File: config.mk
export PLATFORM = sky130hd
export DESIGN_NAME = vip_atmos_light_estimate
export DESIGN_NICKNAME = d
export VERILOG_FILES = /design/src/rtl/vip_dehaze_pkg.sv /design/src/rtl/vip_frame_sync_edge.sv /design/src/rtl/vip_atmos_light_estimate.sv
export SDC_FILE = /design/constraint.sdc
export NUM_CORES = 1
export LEC_CHECK = 0
export ABC_AREA = 1
export CELL_PAD_IN_SITES_DETAIL_PLACEMENT = 1
export CELL_PAD_IN_SITES_GLOBAL_PLACEMENT = 1
export CORE_MARGIN = 1.5
export CORE_UTILIZATION = 47
export CTS_BUF_LIST = sky130_fd_sc_hd__clkbuf_16
export DETAILED_ROUTE_END_ITERATION = 12
export GPL_TIMING_DRIVEN = 0
export PLACE_DENSITY = 0.88
export RECOVER_POWER = 50
export SYNTH_ARGS = -nofsm -noshare
export SYNTH_HDL_FRONTEND = slang
export SYNTH_SLANG_ARGS = --single-unit
File: constraint.sdc
create_clock -name clk -period 9.21 [get_ports clk]
set_input_delay 0.921 -clock clk [delete_from_list [all_inputs] [get_ports clk]]
set_output_delay 0.921 -clock clk [all_outputs]
set_load 0.005 [all_outputs]
File: src/rtl/vip_dehaze_pkg.sv
// ---------------------------------------------------------------------------
// vip_dehaze_pkg
// Shared definitions for the dark-channel dehaze pipeline stages.
//   PIX_W   : pixel width of the dark-channel stream
//   CNT_W   : pixel counter width, large enough for a 2047x2047 frame
//   state_t : frame capture state machine encoding
//   sat8    : clamp a signed 10-bit intermediate into the 0..255 pixel range
// ---------------------------------------------------------------------------
package vip_dehaze_pkg;

   localparam int PIX_W = 8;
   localparam int CNT_W = 22;

   typedef enum logic [1:0] {
      IDLE   = 2'd0,
      ACTIVE = 2'd1,
      UPDATE = 2'd2
   } state_t;

   // Saturate a signed sum back into an unsigned 8-bit pixel value.
   function automatic logic [PIX_W-1:0] sat8(input logic signed [9:0] value);
      logic [PIX_W-1:0] result;
      if (value < 10'sd0) begin
         result = '0;
      end else if (value > 10'sd255) begin
         result = '1;
      end else begin
         result = value[PIX_W-1:0];
      end
      return result;
   endfunction

endpackage

File: src/rtl/vip_frame_sync_edge.sv
// ---------------------------------------------------------------------------
// vip_frame_sync_edge
// Registers the frame vsync and produces single-cycle rise/fall pulses.
// Ports:
//   clk, rst_n  : pixel clock, asynchronous active-low reset
//   i_vsync     : frame valid, high for the whole frame
//   o_vsync_d   : i_vsync delayed by one clock (0 in reset)
//   o_rise      : i_vsync is high this clock and was low last clock
//   o_fall      : i_vsync is low this clock and was high last clock
// ---------------------------------------------------------------------------
module vip_frame_sync_edge (
   input  logic clk,
   input  logic rst_n,
   input  logic i_vsync,
   output logic o_vsync_d,
   output logic o_rise,
   output logic o_fall
);

   logic r_vsync;
   logic r_armed;

   // Delayed copy of vsync. r_armed stays low after reset until vsync has
   // been seen low once, so releasing reset in the middle of a frame does not
   // masquerade as a frame start.
   always_ff @(posedge clk or negedge rst_n) begin
      if (!rst_n) begin
         r_vsync <= 1'b0;
         r_armed <= 1'b0;
      end else begin
         r_vsync <= i_vsync;
         if (!i_vsync) begin
            r_armed <= 1'b1;
         end
      end
   end

   assign o_vsync_d = r_vsync;
   assign o_rise    = i_vsync & ~r_vsync & r_armed;
   assign o_fall    = ~i_vsync & r_vsync;

endmodule

File: src/rtl/vip_atmos_light_estimate.sv
// ---------------------------------------------------------------------------
// vip_atmos_light_estimate
// Estimates atmospheric light A from the min-filtered dark-channel stream.
// A is the per-frame maximum, clamped below at A_MIN and IIR-smoothed across
// frames; it is held constant for the whole following frame. Video passes
// through with exactly one clock of latency.
// Ports:
//   clk, rst_n                    : pixel clock, async active-low reset
//   per_frame_vsync/href/clken    : input frame, line and pixel strobes
//   per_img_Y                     : input dark-channel pixel
//   post_frame_vsync/href/clken   : strobes delayed one clock
//   post_img_Y                    : pixel delayed one clock
//   atmos_A                       : current atmospheric light estimate
//   atmos_valid                   : sticky, set by the first good frame
//   frame_err                     : one-clock pulse, frame had wrong pixel count
// ---------------------------------------------------------------------------
module vip_atmos_light_estimate
   import vip_dehaze_pkg::*;
#(
   parameter logic [10:0] IMG_HDISP    = 11'd1024,
   parameter logic [10:0] IMG_VDISP    = 11'd768,
   parameter logic [7:0]  A_MIN        = 8'd160,
   parameter logic [7:0]  A_INIT       = 8'd255,
   parameter int          SMOOTH_SHIFT = 2
) (
   input  logic             clk,
   input  logic             rst_n,
   input  logic             per_frame_vsync,
   input  logic             per_frame_href,
   input  logic             per_frame_clken,
   input  logic [PIX_W-1:0] per_img_Y,
   output logic             post_frame_vsync,
   output logic             post_frame_href,
   output logic             post_frame_clken,
   output logic [PIX_W-1:0] post_img_Y,
   output logic [PIX_W-1:0] atmos_A,
   output logic             atmos_valid,
   output logic             frame_err
);

   localparam logic [CNT_W-1:0] FRAME_PIX = CNT_W'(IMG_HDISP) * CNT_W'(IMG_VDISP);

   state_t              r_state;
   logic                r_pending;
   logic [PIX_W-1:0]    r_frame_max;
   logic [CNT_W-1:0]    r_pix_cnt;
   logic [PIX_W-1:0]    r_atmos_A;
   logic                r_atmos_valid;
   logic                r_frame_err;
   logic                r_href;
   logic                r_clken;
   logic [PIX_W-1:0]    r_Y;

   logic                w_vsync_d;
   logic                w_rise;
   logic                w_fall;
   logic                w_pix_valid;
   logic [PIX_W-1:0]    w_cur;
   logic signed [8:0]   w_diff;
   logic signed [8:0]   w_step;
   logic signed [9:0]   w_sum;
   logic [PIX_W-1:0]    w_smoothed;

   vip_frame_sync_edge u_sync_edge (
      .clk       (clk),
      .rst_n     (rst_n),
      .i_vsync   (per_frame_vsync),
      .o_vsync_d (w_vsync_d),
      .o_rise    (w_rise),
      .o_fall    (w_fall)
   );

   assign w_pix_valid = per_frame_vsync & per_frame_href & per_frame_clken;

   // Clamp the frame maximum, then move A a fraction of the way toward it.
   // The difference is kept signed so a falling maximum pulls A down.
   assign w_cur      = (r_frame_max > A_MIN) ? r_frame_max : A_MIN;
   assign w_diff     = $signed({1'b0, w_cur}) - $signed({1'b0, r_atmos_A});
   assign w_step     = w_diff >>> SMOOTH_SHIFT;
   assign w_sum      = $signed({2'b00, r_atmos_A}) + $signed({w_step[8], w_step});
   assign w_smoothed = sat8(w_sum);

   // Video pass-through; the delayed vsync comes from the edge detector.
   always_ff @(posedge clk or negedge rst_n) begin
      if (!rst_n) begin
         r_href  <= 1'b0;
         r_clken <= 1'b0;
         r_Y     <= '0;
      end else begin
         r_href  <= per_frame_href;
         r_clken <= per_frame_clken;
         r_Y     <= per_img_Y;
      end
   end

   // Frame capture FSM: track max and pixel count during the frame, then
   // spend one clock committing the new estimate. A frame start arriving
   // during that commit clock is remembered in r_pending.
   always_ff @(posedge clk or negedge rst_n) begin
      if (!rst_n) begin
         r_state       <= IDLE;
         r_pending     <= 1'b0;
         r_frame_max   <= '0;
         r_pix_cnt     <= '0;
         r_atmos_A     <= A_INIT;
         r_atmos_valid <= 1'b0;
         r_frame_err   <= 1'b0;
      end else begin
         r_frame_err <= 1'b0;
         unique case (r_state)
            IDLE: begin
               if (w_rise || r_pending) begin
                  r_state     <= ACTIVE;
                  r_pending   <= 1'b0;
                  r_frame_max <= '0;
                  r_pix_cnt   <= '0;
               end
            end
            ACTIVE: begin
               if (w_fall) begin
                  r_state <= UPDATE;
               end else if (w_pix_valid) begin
                  if (r_pix_cnt != '1) begin
                     r_pix_cnt <= r_pix_cnt + CNT_W'(1);
                  end
                  if (per_img_Y > r_frame_max) begin
                     r_frame_max <= per_img_Y;
                  end
               end
            end
            UPDATE: begin
               r_state   <= IDLE;
               r_pending <= w_rise;
               if (r_pix_cnt != FRAME_PIX) begin
                  r_frame_err <= 1'b1;
               end else begin
                  r_atmos_A     <= r_atmos_valid ? w_smoothed : w_cur;
                  r_atmos_valid <= 1'b1;
               end
            end
            default: begin
               r_state <= IDLE;
            end
         endcase
      end
   end

   assign post_frame_vsync = w_vsync_d;
   assign post_frame_href  = r_href;
   assign post_frame_clken = r_clken;
   assign post_img_Y       = r_Y;
   assign atmos_A          = r_atmos_A;
   assign atmos_valid      = r_atmos_valid;
   assign frame_err        = r_frame_err;

endmodule
==> impl_metrics.py <==
metrics = {
    "outcome": {
        "status": "finished, violations left",
        "violations": "capacitance limit, slew limit",
    },
    "die": {
        "pin_count": 34,
        "die_area_um2": 8150,
        "start_util": 0.488,
        "core_um2": 7330,
        "rows": 31,
        "die_h_um": 90.3,
        "die_w_um": 90.3,
    },
    "routing": {
        "routed_wl_um": 11200,
        "vias_per_cell": 5.76,
        "postRouteAntennaNets": 0,
        "dr.first_iter.drc_count": 179,
        "vias": 3365,
        "drc": 0,
        "drt_pass1_iterations": 4,
        "routedWlPerCell_um": 19.2,
    },
    "critical_path": {
        "crit_arrival_ns": 4.20,
        "worstSetupPathType": "flop to flop",
        "startpoint_type": "flop",
        "required_ns": 9.45,
        "cp_top_family": "simple AND/OR/NAND/NOR gates",
        "slowest_stage": "dfrtp_1",
        "cp_num_cells": 24,
        "path_cells": "inv_1, nand2_1, nor2_2, nand2_1, nand2_1, inv_1, nand2_1, inv_1, ha_1, a21oi_1, o21ai_0, xor2_1, ha_1, nand3_1, and2_1, inv_1, a21oi_1, o21bai_1, nand4_2, nand2_4, nand2_4, nand2_1, nand2_1, a21oi_2",
        "worst-path-buf-inv": 4,
        "max_stage_delay_ns": 0.45,
        "worstPathMaxFanout": 5,
        "end_kind": "flop",
        "crit_path_frequent_cell": "nand2_1",
        "r2r_cells": 24,
    },
    "finish": {
        "fin_cells": 584,
        "layout.nets": 523,
        "drive_gt1_frac": 0.122,
        "fill_cells": 907,
        "synthToLayoutAreaGrowth_pct": 16.7,
        "diodes": 0,
        "fin_area_um2": 4180,
    },
    "global_routing": {
        "grt_max_degree": 31,
        "grt_pass1_vias": 3704,
        "grt_pass1_wl_um": 18900,
        "grt_antenna_before_repair": 0,
        "overflow": 0,
        "grt_use_total": 0.289,
    },
    "timing": {
        "fmax_mhz": 252,
        "tns_ns": 0,
        "tightest_slew_ns": 1.72,
        "maxSlewHeadroom": -0.150,
        "fin_crit_ns": 3.96,
        "hold_viol_final": 0,
        "drv_slew": 31,
        "setup_viol": 0,
        "finalCritPeriodShare": 0.430,
        "hold_ws_ns": 0.513,
        "rsz0062_at_grt": "no",
        "clock_skew_ns": 0.0151,
    },
    "logic_synthesis": {
        "synth_flop_cell": "dfrtp_1",
        "synthAdderAreaFrac": 0.0929,
        "yosysMostFrequentCell": "nand2_1",
        "synth_compound_area_frac": 0.131,
        "synthXorXnorAreaFrac": 0.0489,
        "netlist_top_cells_area": "dfrtp_1, ha_1, nand2_1",
        "yosysTopAreaCell": "dfrtp_1",
        "synthSimpleGateAreaFrac": 0.263,
        "synthMuxAreaShare": 0,
        "syn-cell-area_um2": 3580,
        "synth_edf_count": 0,
        "yosysUniqueCellTypes": 39,
        "async_flop_share": 1.00,
        "synth_commonest_cells": "nand2_1, inv_1, dfrtp_1",
        "syn_avg_cell_area_um2": 8.08,
        "ys_warn_count": 0,
        "synth-seq-area-share": 0.387,
        "synth_fp_nets": 482,
        "synth_top_area_share": 0.328,
        "syn_inst": 443,
        "synth-seq-cells": 55,
        "synth_top_family_by_area": "simple AND/OR/NAND/NOR gates",
    },
    "placed_design": {
        "placement.io_buffers": 33,
        "place.gp.congestion": 0.869,
        "place_inst": 576,
        "hpwlAfterDp_um": 8220,
        "place_area_um2": 4050,
    },
    "clocking": {
        "cts_tree": "yes",
        "clkLatencyLatePin_ns": 0.30,
        "numCtsBuffers": 5,
        "htreeDepth": 2,
        "cts_setup_buffers": 0,
        "clk_path_buf_depth": 2,
        "cts-root-buf": "clkbuf_16",
        "clkTransAtPathRegs_ns": 0.08,
        "clock_sinks": 55,
        "cts_resized": 0,
        "cts.hold.buffers_added": 0,
    },
    "power": {
        "peakVddDrop_mv": 0.0842,
        "p_per_area_nw_per_um2": 177,
        "p_leak_uw": 0.00191,
    },
    "run": {
        "maxCapViolations": 1,
    },
    "worst_hold_path": {
        "holdCritPathClass": "flop to flop",
        "hold-path-cell-count": 2,
    },
}
## final timing paths
| path | end | slack (ns) | from |
|---|---|---|---|
| max | atmos_A[5]$_DFFE_PN1P_ | 5.25 | r_frame_max[0]$_DFFE_PN0P_ |
| min | r_pix_cnt[16]$_DFFE_PN0P_ | 0.51 | r_pix_cnt[16]$_DFFE_PN0P_ |
| max reg2reg | atmos_A[5]$_DFFE_PN1P_ | 5.25 | r_frame_max[0]$_DFFE_PN0P_ |
| min reg2reg | r_pix_cnt[16]$_DFFE_PN0P_ | 0.51 | r_pix_cnt[16]$_DFFE_PN0P_ |
| max in group asynchronous | r_pix_cnt[3]$_DFFE_PN0P_ | 6.00 | rst_n |
| min in group asynchronous | post_img_Y[5]$_DFF_PN0_ | 0.94 | rst_n |
## power breakdown
group / leakage, uW / internal [uW] / total, uW / switching [uW]
clock: 0.0000742 / 102 / 198 / 95.5
sequential: 0.000701 / 270 / 296 / 26.6
combinational: 0.00113 / 77.5 / 245 / 168
## per-stage QoR
| stage | utilization | setup slack, ns | total power [uW] |
|---|---|---|---|
| after global placement | 0.550 | 5.55 | 505 |
| after CTS | 0.573 | 5.29 | 740 |
| final | 0.570 | 5.25 | 739 |
| after floorplan | - | 6.03 | 443 |
| after global routing | 0.570 | 4.92 | 777 |
| after detailed placement | 0.552 | 5.34 | 531 |
## flip-flops by register name, indices dropped and copies added (netlist names)
| register | cells |
|---|---|
| post_frame_href | 1 |
| post_frame_clken | 1 |
| r_pending | 1 |
| post_img_Y | 8 |
| u_sync_edge.o_vsync_d | 1 |
| r_pix_cnt | 22 |
| atmos_valid | 1 |
| atmos_A | 8 |
| frame_err | 1 |
| r_state | 2 |
| u_sync_edge.r_armed | 1 |
| r_frame_max | 8 |
## routing by layer
metal | vias to the layer above | part of all wire | GRT usage
met5 | - | 0 | 0
li1 | 1577 | - | -
met3 | 31 | 0.030 | 0.0345
met4 | 0 | 0.029 | 0.107
met2 | 89 | 0.54 | 0.543
met1 | 1668 | 0.40 | 0.333
## placed cells by master, fill, tap and decap left out, types with 15 or more instances in the layout
cell             instances
dfrtp_1                 47
inv_1                   52
ha_1                    25
a21oi_1                 30
nand3_1                 33
xor2_1                  15
o21ai_0                 23
clkdlybuf4s50_1         21
nand2_1                 72
nor2_1                  24
## layout make-up
class / instances / area (um^2) / share of cell area
Buffer: 7 / 31.3 / 0.00748
Tap cell: 99 / 124 / 0.0296
Timing Repair Buffer: 34 / 328 / 0.0784
Multi-Input combinational cell: 317 / 1920 / 0.460
Clock buffer: 5 / 125 / 0.0299
Sequential cell: 55 / 1390 / 0.332
Inverter: 64 / 240 / 0.0575
Clock inverter: 3 / 22.5 / 0.00539
## worst reg2reg max path: cells and delay by family (launching register included)
kind,cells,cell delay (ns)
AND/OR/NAND/NOR,12,1.28
flip-flops,1,0.45
XOR/XNOR,1,0.18
AO/OA/AOI/OAI,5,0.97
buffers and inverters,4,0.31
adder cells (fa/ha/maj),2,0.72
## kinds of logic (layout without fill, tap and decap cells)
logic type / Yosys count / count (layout)
AND/OR/NAND/NOR: 189 / 189
buffers and inverters: 71 / 113
other: 1 / 1
adder cells (fa/ha/maj): 26 / 26
AO/OA/AOI/OAI: 81 / 81
XOR/XNOR: 20 / 20
flip-flops: 55 / 55
Note: power is estimated with default switching activity, not from simulation.
